==> src/rtl/neighbor_gates_pipe_if.sv <==
// rtl/neighbor_gates_pipe_if.sv - stream and status bundle for neighbor_gates_pipe
//
// Purpose: groups the input stream, output stream, clear strobe and result
// fields of neighbor_gates_pipe into one interface.
//   master : vector source / consumer side (drives clr, in_valid, in_data, out_ready)
//   slave  : the analyser (drives in_ready, out_valid and all result fields)
// Signals:
//   clr            sync clear of running total and history
//   in_valid/in_ready/in_data         input beat handshake
//   out_valid/out_ready               output beat handshake
//   out_both, out_any   [WIDTH-2:0]   adjacent AND / OR
//   out_different       [WIDTH-1:0]   adjacent XOR (top bit optionally wraps)
//   diff_count          [DC_W-1:0]    popcount of out_different
//   out_changed         [WIDTH-1:0]   vector XOR previous accepted vector
//   total_count         [CNT_W-1:0]   saturating sum of transferred diff_count
interface neighbor_gates_pipe_if #(
   parameter int WIDTH = 4,
   parameter int CNT_W = 16
);
   localparam int DC_W = $clog2(WIDTH + 1);

   logic             clr;
   logic             in_valid;
   logic             in_ready;
   logic [WIDTH-1:0] in_data;
   logic             out_valid;
   logic             out_ready;
   logic [WIDTH-2:0] out_both;
   logic [WIDTH-2:0] out_any;
   logic [WIDTH-1:0] out_different;
   logic [DC_W-1:0]  diff_count;
   logic [WIDTH-1:0] out_changed;
   logic [CNT_W-1:0] total_count;

   modport master (
      output clr, in_valid, in_data, out_ready,
      input  in_ready, out_valid, out_both, out_any, out_different,
             diff_count, out_changed, total_count
   );

   modport slave (
      input  clr, in_valid, in_data, out_ready,
      output in_ready, out_valid, out_both, out_any, out_different,
             diff_count, out_changed, total_count
   );
endinterface

==> src/rtl/neighbor_gates_pipe.sv <==
// rtl/neighbor_gates_pipe.sv - two-stage pipelined neighbour-bit analyser
//
// Purpose: for each accepted WIDTH-bit vector, produces adjacent-bit AND, OR
// and XOR, the count of adjacent differences, the bits changed since the
// previous accepted vector, and a saturating running total of differences.
// Ports:
//   clk      rising-edge clock
//   aresetn  asynchronous active-low reset
//   bus      neighbor_gates_pipe_if.slave (stream handshakes, clr, results)
// Parameters:
//   WIDTH (>=2) vector width, WRAP selects wrap-around on the top XOR bit,
//   CNT_W (>=1) width of total_count.
module neighbor_gates_pipe #(
   parameter int WIDTH = 4,
   parameter bit WRAP  = 1'b1,
   parameter int CNT_W = 16
) (
   input  logic                  clk,
   input  logic                  aresetn,
   neighbor_gates_pipe_if.slave  bus
);
   localparam int DC_W  = $clog2(WIDTH + 1);
   // Wide enough that neither operand nor the carry is lost, even when
   // diff_count is wider than total_count.
   localparam int SUM_W = ((CNT_W > DC_W) ? CNT_W : DC_W) + 1;
   localparam logic [SUM_W-1:0] CNT_MAX = SUM_W'({CNT_W{1'b1}});

   logic             s1_valid;
   logic [WIDTH-1:0] s1_data;
   logic [WIDTH-1:0] s1_changed;
   logic [WIDTH-1:0] prev;

   logic             accept;
   logic             s2_load;
   logic             xfer;

   logic [WIDTH-2:0] both_c;
   logic [WIDTH-2:0] any_c;
   logic [WIDTH-1:0] diff_c;
   logic [DC_W-1:0]  cnt_c;
   logic [SUM_W-1:0] sum_c;

   assign s2_load     = s1_valid && (!bus.out_valid || bus.out_ready);
   assign bus.in_ready = !s1_valid || s2_load;
   assign accept      = bus.in_valid && bus.in_ready;
   assign xfer        = bus.out_valid && bus.out_ready;

   always_comb begin
      both_c = '0;
      any_c  = '0;
      diff_c = '0;
      cnt_c  = '0;
      for (int i = 0; i < WIDTH - 1; i++) begin
         both_c[i] = s1_data[i] & s1_data[i+1];
         any_c[i]  = s1_data[i] | s1_data[i+1];
         diff_c[i] = s1_data[i] ^ s1_data[i+1];
      end
      diff_c[WIDTH-1] = WRAP ? (s1_data[WIDTH-1] ^ s1_data[0]) : 1'b0;
      for (int i = 0; i < WIDTH; i++) begin
         cnt_c = cnt_c + DC_W'(diff_c[i]);
      end
   end

   assign sum_c = SUM_W'(bus.total_count) + SUM_W'(bus.diff_count);

   always_ff @(posedge clk or negedge aresetn) begin
      if (!aresetn) begin
         s1_valid          <= 1'b0;
         s1_data           <= '0;
         s1_changed        <= '0;
         prev              <= '0;
         bus.out_valid     <= 1'b0;
         bus.out_both      <= '0;
         bus.out_any       <= '0;
         bus.out_different <= '0;
         bus.diff_count    <= '0;
         bus.out_changed   <= '0;
         bus.total_count   <= '0;
      end else begin
         // Stage 1: capture vector and its delta against the old history.
         if (accept) begin
            s1_data    <= bus.in_data;
            s1_changed <= bus.in_data ^ prev;
         end
         if (accept)       s1_valid <= 1'b1;
         else if (s2_load) s1_valid <= 1'b0;

         // History: clear takes priority over an accepted vector, but the
         // accepted beat above still used the pre-clear value.
         if (bus.clr)     prev <= '0;
         else if (accept) prev <= bus.in_data;

         // Stage 2: registered results; held while the consumer stalls.
         if (s2_load) begin
            bus.out_both      <= both_c;
            bus.out_any       <= any_c;
            bus.out_different <= diff_c;
            bus.diff_count    <= cnt_c;
            bus.out_changed   <= s1_changed;
         end
         if (s2_load)   bus.out_valid <= 1'b1;
         else if (xfer) bus.out_valid <= 1'b0;

         // Running total: clear wins over a coincident transfer.
         if (bus.clr)
            bus.total_count <= '0;
         else if (xfer)
            bus.total_count <= (sum_c > CNT_MAX) ? {CNT_W{1'b1}} : sum_c[CNT_W-1:0];
      end
   end
endmodule

==> src/flat_wrapper.sv <==
// flat-port wrapper written by rule: the top's interface ports become plain ports
module neighbor_gates_pipe_flat 
#(
   parameter int WIDTH = 4,
   parameter bit WRAP  = 1'b1,
   parameter int CNT_W = 16
)
  (clk, aresetn, bus_clr, bus_in_valid, bus_in_data, bus_out_ready, bus_in_ready, bus_out_valid, bus_out_both, bus_out_any, bus_out_different, bus_diff_count, bus_out_changed, bus_total_count);
  neighbor_gates_pipe_if #(.WIDTH(WIDTH), .CNT_W(CNT_W)) bus_i ();
  input  logic clk;
  input  logic aresetn;
  input wire logic [$bits(bus_i.clr)-1:0] bus_clr;
  input wire logic [$bits(bus_i.in_valid)-1:0] bus_in_valid;
  input wire logic [$bits(bus_i.in_data)-1:0] bus_in_data;
  input wire logic [$bits(bus_i.out_ready)-1:0] bus_out_ready;
  output wire logic [$bits(bus_i.in_ready)-1:0] bus_in_ready;
  output wire logic [$bits(bus_i.out_valid)-1:0] bus_out_valid;
  output wire logic [$bits(bus_i.out_both)-1:0] bus_out_both;
  output wire logic [$bits(bus_i.out_any)-1:0] bus_out_any;
  output wire logic [$bits(bus_i.out_different)-1:0] bus_out_different;
  output wire logic [$bits(bus_i.diff_count)-1:0] bus_diff_count;
  output wire logic [$bits(bus_i.out_changed)-1:0] bus_out_changed;
  output wire logic [$bits(bus_i.total_count)-1:0] bus_total_count;
  assign bus_i.clr = bus_clr;
  assign bus_i.in_valid = bus_in_valid;
  assign bus_i.in_data = bus_in_data;
  assign bus_i.out_ready = bus_out_ready;
  assign bus_in_ready = bus_i.in_ready;
  assign bus_out_valid = bus_i.out_valid;
  assign bus_out_both = bus_i.out_both;
  assign bus_out_any = bus_i.out_any;
  assign bus_out_different = bus_i.out_different;
  assign bus_diff_count = bus_i.diff_count;
  assign bus_out_changed = bus_i.out_changed;
  assign bus_total_count = bus_i.total_count;
  neighbor_gates_pipe #(.WIDTH(WIDTH), .WRAP(WRAP), .CNT_W(CNT_W)) u_core (.clk(clk), .aresetn(aresetn), .bus(bus_i));
endmodule
==> config.mk <==
export PLATFORM = sky130hd
export DESIGN_NAME = neighbor_gates_pipe_flat
export DESIGN_NICKNAME = d
export VERILOG_FILES = /design/src/rtl/neighbor_gates_pipe_if.sv /design/src/rtl/neighbor_gates_pipe.sv /design/src/flat_wrapper.sv
export SDC_FILE = /design/constraint.sdc
export NUM_CORES = 1
export LEC_CHECK = 0
export BUFFER_PORTS_ARGS = -buffer_cell sky130_fd_sc_hd__buf_2
export CORE_MARGIN = 1.5
export CORE_UTILIZATION = 39
export DETAILED_ROUTE_END_ITERATION = 10
export SYNTH_ARGS = -nofsm -noshare
export SYNTH_HDL_FRONTEND = slang
export SYNTH_SLANG_ARGS = --single-unit
==> constraint.sdc <==
create_clock -name clk -period 2 [get_ports clk]
set_input_delay 0.4 -clock clk [delete_from_list [all_inputs] [get_ports clk]]
set_output_delay 0.4 -clock clk [all_outputs]
set_load 0.01 [all_outputs]
==> impl_metrics.tcl <==
set metrics [dict create \
    status "finished, final reports clean" \
    power.leakage_nw 1.42 \
    grt_pass1_vias 1765 \
    yosys-top-cells-area "dfrtp_1 (51%), mux2_2 (6.9%), ha_1 (6.0%)" \
    cts_tree "built" \
    finalSetupViolCount 0 \
    die_h_um 79.8 \
    synth_flop_cell "dfrtp_1" \
    irDropWorstVdd_mv 0.497 \
    fin_area_um2 2960 \
    postSynthAreaPerCell_um2 11.3 \
    cap_violations 0 \
    synthDistinctLibCells 41 \
    dieWidth_um 79.8 \
    grt_pass1_wl_um 8580 \
    path_class "flop to flop" \
    start_util_pct 41.0 \
    hold_ws_ns 0.311 \
    final_util_pct 52.9 \
    ys_seq_area_share_pct 51.2 \
    min_period_ns 1.99 \
    arrival_ns 2.21 \
    min_path_type "input pin to flop" \
    portBuffers 43 \
    gp_congestion 0.773 \
    synthArstFlopShare_pct 100 \
    hold_path_end "u_core.s1_valid$_DFFE_PN0P_" \
    fin_cells 339 \
    cts_num_sinks 47 \
    start_kind "flop" \
    min_period_over_period_pct 99.5 \
    avgViaCountPerCell 5.15 \
    synth-edff-count 0 \
    cts.clk_slew.worst_paths_ns 0.09 \
    yosys.area.top_type "dfrtp_1" \
    whs_path_depth 2 \
    fin_skew_ns 0.00708 \
    reg2reg_depth 8 \
    end_kind "flop" \
    mappedNetlistArea_um2 2300 \
    track_usage_pct 17.6 \
    fmax_mhz 503 \
    synth_top_area_share_pct 51.2 \
    cts_buffer_depth 2 \
    r2r_slack_ns 0.01 \
    finalHoldViolCount 0 \
    cp.required_ns 2.22 \
    hold_start "bus_in_valid" \
    dr.pass1.iters 4 \
    ys_seq_elements 47 \
    synthCells 204 \
    layout-drive-gt1-share_pct 40.4 \
    power_density_nw_per_um2 901 \
    rsz0062_at_grt "true" \
    place_hpwl_um 3570 \
    r2r_start "u_core.bus.total_count[0]$_DFFE_PN0P_" \
    synth_nets 226 \
    row_count 27 \
    dieArea_um2 6360 \
    relSlewSlack_pct 72.0 \
    worstPathMaxFanout 3 \
    numPlacedInstances 325 \
    grt_antenna_before_repair 0 \
    clk_latency_ns 0.30 \
    num_vias 1745 \
    drv_slew 0 \
    num_io_pins 44 \
    diodes 0 \
    route.detailed.drc 0 \
    placed_area_um2 2750 \
    tns_ns 0 \
    grt_overflow 0 \
    fp.coreArea_um2 5610 \
    fin_nets 289 \
    root_buffer "clkbuf_8" \
    cts_buffers 5 \
    wl_per_cell_um 14.8 \
    drtIter0Drc 60 \
    area_growth_pct 29.0 \
    grt_start_max_net_pins 36 \
    ys_warn_count 0 \
    ant_nets 0 \
    finalWirelength_um 5020 \
    htree_levels 2 \
    regToRegEndpoint "u_core.bus.total_count[10]$_DFFE_PN0P_" \
    tightest_slew_ns 0.421 \
]
state kept, by name, indices dropped and copies added (netlist names):
signal	flops
u_core.bus.out_different	4
u_core.s1_data	4
u_core.bus.out_any	3
u_core.bus.out_changed	4
u_core.prev	4
u_core.s1_changed	4
u_core.bus.out_valid	1
u_core.bus.diff_count	3
u_core.s1_valid	1
u_core.bus.out_both	3
u_core.bus.total_count	16
critical path, cell delays in order (launching register included):
cell       delay [ns]
dfrtp_1          0.36
ha_2             0.18
inv_2            0.04
fa_2             0.33
nand2b_4         0.17
a2111oi_1        0.45
buf_4            0.19
o21ai_0          0.06
a31oi_1          0.14
worst max-delay path by stage:
stage | startpoint | end | slack (ns) | cells after the start
floorplan | u_core.bus.total_count[0]$_DFFE_PN0P_ | u_core.bus.total_count[1]$_DFFE_PN0P_ | -0.003 | 7
global placement | u_core.bus.diff_count[0]$_DFFE_PN0P_ | u_core.bus.total_count[10]$_DFFE_PN0P_ | -0.05 | 8
detailed placement | u_core.bus.total_count[0]$_DFFE_PN0P_ | u_core.bus.total_count[10]$_DFFE_PN0P_ | -0.05 | 8
CTS | u_core.bus.total_count[0]$_DFFE_PN0P_ | u_core.bus.total_count[1]$_DFFE_PN0P_ | -0.04 | 8
global route | u_core.bus.total_count[0]$_DFFE_PN0P_ | u_core.bus.total_count[15]$_DFFE_PN0P_ | -0.13 | 8
finish | u_core.bus.total_count[0]$_DFFE_PN0P_ | u_core.bus.total_count[10]$_DFFE_PN0P_ | 0.01 | 8
repair_timing:
item                       4_1_cts  5_1_grt
gates cloned                     1        0
setup endpoints to repair       11       16
setup buffers                    4        1
gates resized for setup          7        7
hold endpoints to repair        12        0
pin swaps                        8        8
hold buffers                     1        0
cells by family after synthesis:
| group | share of synthesized area, % |
|---|---|
| DFF | 51.2 |
| and+or+nand+nor | 12.2 |
| AOI/OAI and AO/OA | 16.3 |
| buffers and inverters | 2.99 |
| adders and majority gates | 7.73 |
| xor gates and xnor gates | 2.29 |
| muxes | 7.29 |
synth_stat cells (2+ instances only):
| cell type | instances |
|---|---|
| a211oi_1 | 8 |
| ha_1 | 11 |
| and2_1 | 2 |
| o21bai_1 | 3 |
| a31oi_1 | 7 |
| a21oi_1 | 11 |
| dfrtp_1 | 47 |
| nand2b_1 | 3 |
| nand3_1 | 2 |
| nand2_1 | 24 |
| and3_1 | 5 |
| xor2_1 | 2 |
| clkbuf_1 | 6 |
| nor2_1 | 7 |
| o21ai_0 | 12 |
| inv_1 | 9 |
| and4_1 | 2 |
| a41oi_1 | 2 |
| mux2_2 | 14 |
| xnor2_1 | 4 |
| a21boi_0 | 2 |
| fa_1 | 2 |
placed cells by master, fill, tap and decap left out, drive strengths merged, types with 2 or more instances in the layout:
cell type,instances
a2111oi,2
a311oi,2
xor2,2
a21boi,2
nand2b,4
nand3,3
a41oi,2
a31oi,7
nand2,26
clkbuf,5
o21bai,3
a211oi,9
dfrtp,47
and3,5
and4,3
mux2,14
o21ai,12
nor2,7
a21oi,11
xnor2,4
and2,2
fa,2
inv,9
buf,62
ha,11
stage by stage:
step	setup slack, ns	power, mW
floorplan	-0.00263	1.64
global placement	-0.0453	1.96
detailed placement	-0.0496	1.97
CTS	-0.0355	2.68
global route	-0.130	2.85
finish	0.0101	2.67
where the power goes:
group	total (mW)	internal (mW)	switching, mW
combinational	0.804	0.404	0.399
sequential	1.18	1.10	0.0809
clock	0.691	0.366	0.325
cell type report:
type / instances / area, um^2
Fill cell: 519 / 2640
Sequential cell: 47 / 1180
Multi-Input combinational cell: 141 / 1160
Timing Repair Buffer: 63 / 393
Tap cell: 72 / 90.1
Clock buffer: 5 / 68.8
Clock inverter: 2 / 37.5
Inverter: 9 / 33.8
per-layer routing:
layer | share of wire, % | track usage [%] | up-vias
met5 | 0 | 0 | -
met4 | 0.80 | 5.86 | 0
met3 | 3.4 | 3.54 | 2
met2 | 46 | 26.4 | 39
met1 | 50 | 25.2 | 842
li1 | - | - | 862
(Power assumes the default switching activity.)
